**config.mk**
```make
export PLATFORM = sky130hd
export DESIGN_NAME = handshakes_delay_ready
export DESIGN_NICKNAME = d
export VERILOG_FILES = /design/src/rtl/handshakes_delay_ready.sv
export SDC_FILE = /design/constraint.sdc
export NUM_CORES = 1
export LEC_CHECK = 0
export CORE_UTILIZATION = 47
export CTS_CLUSTER_SIZE = 30
export DETAILED_ROUTE_END_ITERATION = 10
export GPL_ROUTABILITY_DRIVEN = 0
export PLACE_DENSITY = 0.76
export SYNTH_ARGS = -nofsm -noshare
export SYNTH_HDL_FRONTEND = slang
export SYNTH_SLANG_ARGS = --single-unit
export TNS_END_PERCENT = 10
```
**constraint.sdc**
```tcl
create_clock -name clk -period 3.37 [get_ports clk]
set_input_delay 0.674 -clock clk [delete_from_list [all_inputs] [get_ports clk]]
set_output_delay 0.674 -clock clk [all_outputs]
set_load 0.02 [all_outputs]
```
**src/rtl/handshakes_delay_ready.sv**
```systemverilog
// Two-entry registered ready/valid stage: main register drives the output, a skid
// register absorbs the one word accepted while the downstream is stalled.
//
// state | meaning
// ------+-----------------------------------------------
// EMPTY | nothing held; up_ready=1, down_valid=0
// BUSY  | one word in main; up_ready=1, down_valid=1
// FULL  | main and skid both held; up_ready=0, down_valid=1
module handshakes_delay_ready #(
  parameter int WORD_WIDTH = 32
) (
  input  logic                  clk,
  input  logic                  rst_n,
  input  logic                  up_valid,
  input  logic [WORD_WIDTH-1:0] up_data,
  output logic                  up_ready,
  output logic                  down_valid,
  output logic [WORD_WIDTH-1:0] down_data,
  input  logic                  down_ready,
  output logic [1:0]            occupancy
);

  typedef enum logic [1:0] {
    EMPTY = 2'd0,
    BUSY  = 2'd1,
    FULL  = 2'd2
  } state_e;

  state_e                state_q, state_d;
  logic [WORD_WIDTH-1:0] main_q, main_d;
  logic [WORD_WIDTH-1:0] skid_q, skid_d;
  logic                  up_ready_q, up_ready_d;
  logic                  down_valid_q, down_valid_d;
  logic [1:0]            occ_q, occ_d;
  logic                  up_xfer, dn_xfer;

  // Handshakes use only registered outputs, so no input-to-output comb path exists.
  assign up_xfer = up_valid & up_ready_q;
  assign dn_xfer = down_valid_q & down_ready;

  always_ff @(posedge clk or negedge rst_n) begin
    if (!rst_n) begin
      state_q      <= EMPTY;
      main_q       <= '0;
      skid_q       <= '0;
      up_ready_q   <= 1'b1;
      down_valid_q <= 1'b0;
      occ_q        <= 2'd0;
    end else begin
      state_q      <= state_d;
      main_q       <= main_d;
      skid_q       <= skid_d;
      up_ready_q   <= up_ready_d;
      down_valid_q <= down_valid_d;
      occ_q        <= occ_d;
    end
  end

  always_comb begin
    state_d = state_q;
    main_d  = main_q;
    skid_d  = skid_q;
    case (state_q)
      EMPTY: begin
        if (up_xfer) begin
          main_d  = up_data;
          state_d = BUSY;
        end
      end
      BUSY: begin
        if (up_xfer && dn_xfer) begin
          main_d = up_data;
        end else if (up_xfer) begin
          skid_d  = up_data;
          state_d = FULL;
        end else if (dn_xfer) begin
          state_d = EMPTY;
        end
      end
      FULL: begin
        if (dn_xfer) begin
          main_d  = skid_q;
          state_d = BUSY;
        end
      end
      default: state_d = EMPTY;
    endcase
    // Flag flops are decoded from the next state so they track state_q exactly.
    up_ready_d   = (state_d != FULL);
    down_valid_d = (state_d != EMPTY);
    occ_d        = state_d;
  end

  assign up_ready   = up_ready_q;
  assign down_valid = down_valid_q;
  assign down_data  = main_q;
  assign occupancy  = occ_q;

endmodule

```
# Word level (Yosys, flattened, before mapping)
# Index checks and enable logic that the tools add are counted.
op_classes:
  add_sub_neg: 0
  n_bitwise: 3
  mul: 0
  magnitude_cmp: 0
  shifts: 0
  n_reduce_logical: 6
  eq_ne: 6
  n_mux: 10
  div: 0
op_table:
  columns: ["operator", "n"]
  rows:
  - ["$mux W32", 3]
  - ["$pmux W32 S3", 1]
  - ["$mux W2", 5]
  - ["$ne A2 B2 Y1 const B", 4]
  - ["$pmux W2 S3", 1]
  - ["$reduce_and A4 Y1", 1]
  - ["$reduce_and A3 Y1", 1]
  - ["$reduce_bool A3 Y1", 1]
  - ["$and A1 B1 Y1", 2]
  - ["$eq A2 B1 Y1 const B", 1]
  - ["$eq A2 B2 Y1 const B", 1]
  - ["$logic_not A2 Y1", 1]
  - ["$reduce_bool A2 Y1", 1]
  - ["$logic_and A1 B1 Y1", 1]
  - ["$not A1 Y1", 1]
totals:
  elab_cells: 30
  mem_bits_rw: 0
  rom_bits: 0
  register_bits: 68
  mem_count: 0
  latch_bits: 0
  in_bits: 36

# Depth between registers and ports, before layout
# Gate-level depths: netlist (run 1).
depth:
  ltp_word: 6
  ltp_mapped: 6
  ltp_nobuf: 4

# Worst setup path before layout (run 1)
# No wires, ideal clock.
synth_timing:
  path_type: "in2reg"
  start: "in up_valid"
  end: "reg main_q[21], in the netlist down_data[21]"
  stages: 5
  required_ns: 3.245
  setup_time_ns: 0.125
  arrival_ns: 1.648
  n_path_buf: 1
  setup_slack_ns: 1.597
  cell_sequence: "nand2_1 o21ai_2 a31oi_4 buf_6 mux2_2"
synth_via:
  elab_chain_cells: 4
  word_cells_on_any_way: 5
  classes_between: "2 x eq/ne; 1 x bitwise; 2 x reduce/logical"
synth_rtl:
  columns: ["element", "line_no", "text"]
  rows:
  - ["start: declaration", "14", "input logic up_valid,"]
  - ["$and A1 B1 Y1 (*)", "38", "assign up_xfer = up_valid & up_ready_q;"]
  - ["$logic_and A1 B1 Y1", "71", "if (up_xfer && dn_xfer) begin"]
  - ["$ne A2 B2 Y1 (no source line)", null, null]
  - ["$reduce_and A4 Y1 (no source line) (*)", null, null]
  - ["end signal: assignment", "51", "main_q <= main_d;"]
  - ["end: declaration", "30", "logic [WORD_WIDTH-1:0] main_q, main_d;"]
# Every way passes the cells marked *; elsewhere a longest branch is shown, timed or not.
# A chain may end at the register's enable or synchronous reset.

# Worst setup path in the final report (run 1)
layout_timing:
  start: "in up_valid"
  end: "reg skid_q[11]"
layout_via:
  elab_chain_cells: 4
layout_rtl:
  columns: ["element", "line_no", "text"]
  rows:
  - ["$and A1 B1 Y1 (*)", "38", null]
  - ["$logic_and A1 B1 Y1", "71", null]
  - ["$not A1 Y1 (no source line)", null, null]
  - ["$reduce_and A3 Y1 (no source line) (*)", null, null]
  - ["end signal: assignment", "52", "skid_q <= skid_d;"]
  - ["end: declaration", "31", "logic [WORD_WIDTH-1:0] skid_q, skid_d;"]
# Marks and branches as above.

==> impl_metrics.prom, run 1 <==
# TYPE chip_impl_metric gauge
chip_impl_metric{name="avgRoutedWirePerCell",unit="um"} 14.0
chip_impl_metric{name="worst_slew_margin_relative_to_its_limit",unit="%"} 45.9
chip_impl_info{name="synthTopCellsByArea",value="dfrtp_1 56%, mux2_2 23%, nand2_1 12%, buf_6 1.1%, mux2_1 1.1%"} 1
chip_impl_metric{name="post-dp-hpwl",unit="um"} 3780
chip_impl_metric{name="post-place-cells",unit=""} 396
chip_impl_metric{name="total_routing_resource_utilization_after_global_routing",unit="%"} 19.3
chip_impl_metric{name="grt_antenna_before_repair",unit=""} 0
chip_impl_info{name="outcome",value="finished clean"} 1
chip_impl_metric{name="vias_in_the_first_global_route",unit=""} 2005
chip_impl_metric{name="synth_cells",unit=""} 260
chip_impl_info{name="clock_tree_from_tritoncts",value="done"} 1
chip_impl_metric{name="vias_per_cell",unit=""} 4.98
chip_impl_metric{name="final_area",unit="um2"} 3920
chip_impl_metric{name="coreArea",unit="um2"} 6030
chip_impl_metric{name="critPathMaxFanout",unit=""} 32
chip_impl_metric{name="setup_viol",unit=""} 0
chip_impl_metric{name="slew_viol_final",unit=""} 0
chip_impl_metric{name="numPortBuffers",unit=""} 71
chip_impl_info{name="worstPathCellList",value="clkdlybuf4s50_1, nand2_1, nor2_1, nand3_2, mux2_2"} 1
chip_impl_metric{name="synth_fp_nets",unit=""} 296
chip_impl_metric{name="core_occupancy_in_the_finished_layout",unit="%"} 65.0
chip_impl_metric{name="routed_wirelength",unit="um"} 5760
chip_impl_metric{name="fin_nets",unit=""} 368
chip_impl_info{name="startpoint_type",value="primary input"} 1
chip_impl_metric{name="finalWorstPathRequiredPeriod",unit="ps"} 2480
chip_impl_metric{name="maxClockFrequency",unit="MHz"} 403
chip_impl_info{name="synth_top_area_cell",value="dfrtp_1"} 1
chip_impl_info{name="tightest_hold_check_type",value="in -> async"} 1
chip_impl_metric{name="arrival",unit="ps"} 2680
chip_impl_info{name="most_repeated_cell_in_the_gate_level_netlist_after_synthesis",value="nand2_1"} 1
chip_impl_metric{name="share_of_layout_cells_above_drive_strength_1",unit="%"} 25.0
chip_impl_metric{name="largest_incremental_delay_on_the_critical_path",unit="ps"} 660
chip_impl_metric{name="static-leakage-power",unit="nW"} 1.79
chip_impl_metric{name="synth-edff-count",unit=""} 0
chip_impl_metric{name="worst_ep_required_time",unit="ps"} 3570
chip_impl_metric{name="drtIter0Drc",unit=""} 83
chip_impl_info{name="endpoint_kind",value="register"} 1
chip_impl_metric{name="post_synth.cell_area_avg",unit="um2"} 11.5
chip_impl_info{name="synth_common_cells",value="99 x nand2_1, 67 x dfrtp_1, 61 x mux2_2"} 1
chip_impl_metric{name="grt_first_pass_wirelength",unit="um"} 9300
chip_impl_metric{name="std_cell_rows",unit=""} 28
chip_impl_metric{name="grt.overflow.total",unit=""} 0
chip_impl_metric{name="number_of_cells_in_the_finished_layout_apart_from_fillers",unit=""} 411
chip_impl_metric{name="clock_path_buffers",unit=""} 2
chip_impl_metric{name="yosys_register_bits",unit=""} 68
chip_impl_metric{name="timing.final.crit_share",unit="%"} 73.6
chip_impl_metric{name="portion_of_the_post_synthesis_area_used_by_sequential_elements",unit="%"} 57.1
chip_impl_metric{name="h_tree_levels",unit=""} 3
chip_impl_metric{name="clk_transition_reported_paths",unit="ps"} 60
chip_impl_metric{name="synth-async-reset-ratio",unit="%"} 100
chip_impl_metric{name="insertedDiodeCount",unit=""} 0
chip_impl_metric{name="post_synth_num_cell_types",unit=""} 22
chip_impl_metric{name="cts_num_sinks",unit=""} 68
chip_impl_metric{name="worst_clock_skew",unit="ps"} 4.77
chip_impl_metric{name="floorplan_die_area",unit="um2"} 6670
chip_impl_metric{name="die-width",unit="um"} 81.7
chip_impl_metric{name="synthesis_warnings",unit=""} 0
chip_impl_metric{name="post-cts-setup-buffer-count",unit=""} 0
chip_impl_metric{name="hold-worst-slack",unit="ps"} 419
chip_impl_metric{name="ioPinCount",unit=""} 72
chip_impl_info{name="root_buffer",value="clkbuf_8"} 1
chip_impl_metric{name="grt_start_max_net_pins",unit=""} 37
chip_impl_metric{name="antenna_left",unit=""} 0
chip_impl_metric{name="cts_inserted_buffers",unit=""} 9
chip_impl_metric{name="insertion_delay",unit="ps"} 330
chip_impl_metric{name="cts_resized",unit=""} 0
chip_impl_info{name="cpMaxStageDelayCell",value="nand3_2"} 1
chip_impl_metric{name="drt_drc_violations_left",unit=""} 0
chip_impl_metric{name="synthToLayoutAreaGrowth",unit="%"} 31.3
chip_impl_metric{name="total_cell_area_at_the_placement_stage",unit="um2"} 3750
chip_impl_metric{name="first_pass_iters",unit=""} 4
chip_impl_info{name="crit_type",value="in -> reg"} 1
chip_impl_metric{name="detailroute.via_count",unit=""} 2045
chip_impl_metric{name="peakVddDrop",unit="mV"} 0.556
chip_impl_metric{name="netlist.area_leader.share",unit="%"} 56.2
chip_impl_metric{name="max-cap-violations",unit=""} 0
chip_impl_info{name="grt_setup_unrepaired",value="no"} 1
chip_impl_info{name="synth_top_flop_cell",value="dfrtp_1"} 1
chip_impl_metric{name="synth_area",unit="um2"} 2980
chip_impl_metric{name="worst_slew_pin_slew",unit="ps"} 811
chip_impl_metric{name="power_per_cell_area",unit="nW/um2"} 941
chip_impl_metric{name="chipHeight",unit="um"} 81.7
chip_impl_metric{name="start_util",unit="%"} 49.5
chip_impl_metric{name="hold_buffers",unit=""} 0
chip_impl_metric{name="finalHoldViolCount",unit=""} 0
chip_impl_metric{name="finalSetupTns",unit="ps"} 0
## metal layers
metal | GRT usage (%) | up-vias | share of wire, %
met5 | 0 | - | 0
met1 | 25.4 | 976 | 47
met4 | 7.37 | 0 | 1.1
li1 | - | 1001 | -
met3 | 6.22 | 7 | 6.5
met2 | 29.7 | 61 | 45
## cells in the final DEF, fill, tap and decap left out, drive strengths merged
cell type	count
and2	1
nor2	2
mux2	64
nand3	2
dfstp	1
nor3	1
buf	5
dfrtp	67
a21boi	1
o21ai	2
nor2b	1
nand2b	1
clkdlybuf4s50	70
clkbuf	13
clkinv	2
a21o	1
o21a	1
o22ai	1
nand2	99
a31oi	1
## critical path: cells and delay by family
| family | cells | cell delay (ps) |
|---|---|---|
| AND/OR/NAND/NOR | 3 | 1010 |
| multiplexers | 1 | 540 |
| buffers and inverters | 1 | 450 |
## state kept, by name (all words and copies together), names as in the netlist
register / count
down_data: 32
down_valid: 1
up_ready: 1
skid_q: 32
occupancy: 2
## report_power, final
part | internal (W) | switching, W
logic | 0.000905 | 0.000743
clock network | 0.000301 | 0.000273
registers | 0.00124 | 0.000225
## area by class of cell
class                           count  area (um2)
Clock inverter                      2        10.0
Multi-Input combinational cell    178        1200
Fill cell                         491        2110
Clock buffer                       13         159
Tap cell                           75        93.8
Sequential cell                    68        1700
Timing Repair Buffer               75         748
## per-stage QoR
step / power (W) / setup slack (ps)
after global placement: 0.00308 / 577
after global routing: 0.00393 / 717
after floorplan: 0.00250 / 1600
after CTS: 0.00373 / 886
final: 0.00369 / 891
after detailed placement: 0.00314 / 501
## worst paths after layout
| kind | start | end | slack (ps) | depth (start not counted) |
|---|---|---|---|---|
| max | up_valid | skid_q[11] | 890 | 5 |
| min | rst_n | down_data[10] | 420 | 1 |
| max reg2reg | up_ready | skid_q[11] | 1150 | 4 |
| min reg2reg | down_data[20] | down_data[20] | 500 | 1 |
| max in group asynchronous | rst_n | up_ready | 2240 | 2 |
| min in group clk | down_data[20] | down_data[20] | 500 | 1 |
## cell families after synthesis
group / after synthesis / synth area share, %
AO/OA/AOI/OAI: 7 / 2.14
buffers and inverters: 14 / 2.81
flip-flops: 68 / 57.1
multiplexers: 64 / 24.2
AND/OR/NAND/NOR: 107 / 13.8
Note: power is estimated with default switching activity, not from simulation.
==> run 2, diff against run 1 <==
==> constraint.sdc (replaced) <==
create_clock -name clk -period 2.4 [get_ports clk]
set_input_delay 0.48 -clock clk [delete_from_list [all_inputs] [get_ports clk]]
set_output_delay 0.48 -clock clk [all_outputs]
set_load 0.02 [all_outputs]
==> run 2 against run 1 <==
Effect of this change: sequential power is 42% higher; sequential share of layout area is 1.1 points lower; critical path type is now reg -> out; highest routed layer unchanged; cell count is 0.97% higher; non-clock buffer count is 3 higher; cell area is 2.5% higher; clock skew is 3.2 ps higher; hold slack worse by 290 ps.
==> impl_metrics.prom, run 2 (synthesis results as in run 1) <==
# TYPE chip_impl_metric gauge
chip_impl_info{name="outcome",value="finished clean"} 1
chip_impl_metric{name="post-dp-hpwl",unit="um"} 4040
chip_impl_info{name="r2r_end",value="down_data[13]"} 1
chip_impl_metric{name="static-leakage-power",unit="nW"} 1.83
chip_impl_metric{name="post-cts-setup-buffer-count",unit=""} 0
chip_impl_metric{name="vias_in_the_first_global_route",unit=""} 2064
chip_impl_metric{name="max-cap-violations",unit=""} 0
chip_impl_metric{name="timing.final.crit_share",unit="%"} 82.6
chip_impl_info{name="critical_path.endpoint",value="occupancy[1]"} 1
chip_impl_metric{name="hold_buffers",unit=""} 0
chip_impl_metric{name="insertion_delay",unit="ps"} 340
chip_impl_metric{name="clk_transition_reported_paths",unit="ps"} 70
chip_impl_metric{name="finalWorstPathRequiredPeriod",unit="ps"} 1980
chip_impl_info{name="mostFrequentLayoutCells",value="99 x nand2_1, 70 x clkdlybuf4s50_1, 67 x dfrtp_1"} 1
chip_impl_metric{name="clock_path_buffers",unit=""} 2
chip_impl_metric{name="avgRoutedWirePerCell",unit="um"} 14.9
chip_impl_metric{name="critPathMaxFanout",unit=""} 8
chip_impl_metric{name="floorplan_die_area",unit="um2"} 6670
chip_impl_info{name="startpoint_type",value="register"} 1
chip_impl_metric{name="slew_viol_final",unit=""} 0
chip_impl_info{name="r2r_start",value="occupancy[0]"} 1
chip_impl_info{name="grt_setup_unrepaired",value="no"} 1
chip_impl_metric{name="fin_nets",unit=""} 371
chip_impl_metric{name="share_of_layout_cells_above_drive_strength_1",unit="%"} 25.9
chip_impl_metric{name="r2r_slack",unit="ps"} 720
chip_impl_metric{name="worst_slew_pin_slew",unit="ps"} 578
chip_impl_info{name="cpMaxStageDelayCell",value="clkdlybuf4s50_1"} 1
chip_impl_metric{name="total_cell_area_at_the_placement_stage",unit="um2"} 3780
chip_impl_metric{name="largest_incremental_delay_on_the_critical_path",unit="ps"} 670
chip_impl_metric{name="finalHoldViolCount",unit=""} 0
chip_impl_metric{name="timing.critical_path.depth",unit=""} 1
chip_impl_info{name="root_buffer",value="clkbuf_8"} 1
chip_impl_info{name="endpoint_kind",value="primary output"} 1
chip_impl_metric{name="worstPathBufferInverterCount",unit=""} 1
chip_impl_metric{name="detailroute.via_count",unit=""} 2082
chip_impl_metric{name="worst_ep_required_time",unit="ps"} 1920
chip_impl_info{name="crit_start",value="occupancy[1]"} 1
chip_impl_metric{name="chipHeight",unit="um"} 81.7
chip_impl_metric{name="grt_antenna_before_repair",unit=""} 0
chip_impl_metric{name="start_util",unit="%"} 49.5
chip_impl_metric{name="routed_wirelength",unit="um"} 6170
chip_impl_metric{name="numPortBuffers",unit=""} 71
chip_impl_metric{name="fill_cells",unit=""} 457
chip_impl_info{name="clock_tree_from_tritoncts",value="done"} 1
chip_impl_metric{name="total_routing_resource_utilization_after_global_routing",unit="%"} 21.0
chip_impl_metric{name="coreArea",unit="um2"} 6030
chip_impl_metric{name="drtIter0Drc",unit=""} 111
chip_impl_metric{name="antenna_left",unit=""} 0
chip_impl_metric{name="setup_viol",unit=""} 0
chip_impl_metric{name="reg2regPathDepth",unit=""} 5
chip_impl_metric{name="insertedDiodeCount",unit=""} 0
chip_impl_metric{name="worst_slew_margin_relative_to_its_limit",unit="%"} 61.5
chip_impl_metric{name="peakVddDrop",unit="mV"} 0.870
chip_impl_metric{name="die-width",unit="um"} 81.7
chip_impl_metric{name="cts_num_sinks",unit=""} 68
chip_impl_info{name="worstPathCellList",value="clkdlybuf4s50_1"} 1
chip_impl_metric{name="ioPinCount",unit=""} 72
chip_impl_metric{name="grt.overflow.total",unit=""} 0
chip_impl_metric{name="arrival",unit="ps"} 1500
chip_impl_metric{name="grt_start_max_net_pins",unit=""} 46
chip_impl_metric{name="power_per_cell_area",unit="nW/um2"} 1380
chip_impl_metric{name="worst_clock_skew",unit="ps"} 8.01
chip_impl_metric{name="finalSetupTns",unit="ps"} 0
chip_impl_metric{name="synthToLayoutAreaGrowth",unit="%"} 34.6
chip_impl_metric{name="grt_first_pass_wirelength",unit="um"} 10100
chip_impl_metric{name="drt_drc_violations_left",unit=""} 0
chip_impl_metric{name="vias_per_cell",unit=""} 5.02
chip_impl_info{name="crit_type",value="reg -> out"} 1
chip_impl_info{name="dominant_delay_contributor_by_cell_family_on_the_critical_path",value="buffers and inverters"} 1
chip_impl_info{name="tightest_hold_check_type",value="in -> async"} 1
chip_impl_metric{name="maxClockFrequency",unit="MHz"} 504
chip_impl_metric{name="h_tree_levels",unit=""} 3
chip_impl_metric{name="cts_inserted_buffers",unit=""} 9
chip_impl_metric{name="first_pass_iters",unit=""} 4
chip_impl_metric{name="std_cell_rows",unit=""} 28
chip_impl_metric{name="final_area",unit="um2"} 4020
chip_impl_info{name="most_frequent_standard_cell_in_the_layout_excluding_fill_and_tap_cells",value="nand2_1"} 1
chip_impl_metric{name="cts_resized",unit=""} 0
run 2: layer usage:
| layer | global-route usage [%] | part of all wire [%] | vias up |
|---|---|---|---|
| met3 | 6.44 | 5.9 | 6 |
| met1 | 28.0 | 46 | 1005 |
| li1 | - | - | 1007 |
| met2 | 32.9 | 47 | 64 |
| met5 | 0 | 0 | - |
| met4 | 6.32 | 0.97 | 0 |
run 2: layout make-up:
class	count	area [um2]	share of cell area, %
Clock buffer	11	131	3.27
Clock inverter	5	100	2.49
Multi-Input combinational cell	178	1200	30.0
Sequential cell	68	1700	42.4
Tap cell	75	93.8	2.34
Timing Repair Buffer	78	783	19.5
run 2: power breakdown:
group	internal (W)	leakage, nW	switching [W]
clock	0.000688	0.117	0.000412
sequential	0.00174	0.806	0.000330
combinational	0.00131	0.909	0.00107
run 2: how the worst min path moves through the flow:
stage,slack (ps),depth (start not counted),to
final,130,1,skid_q[5]
after global routing,160,1,skid_q[4]
after global placement,490,1,down_data[13]
after CTS,130,1,skid_q[4]
after detailed placement,490,1,down_data[15]
after floorplan,180,0,down_data[0]
run 2: through the flow:
step / util (%) / total power (W) / std cells / worst slack [ps] / hold WS, ps
2_1_floorplan: - / 0.00352 / 260 / 647 / 184
3_3_place_gp: 62.8 / 0.00439 / 399 / 357 / 487
3_5_place_dp: 62.8 / 0.00448 / 399 / 316 / 491
4_1_cts: 66.7 / 0.00562 / 415 / 388 / 128
5_1_grt: 66.7 / 0.00589 / 415 / 344 / 158
6_report: 66.7 / 0.00555 / 415 / 418 / 134
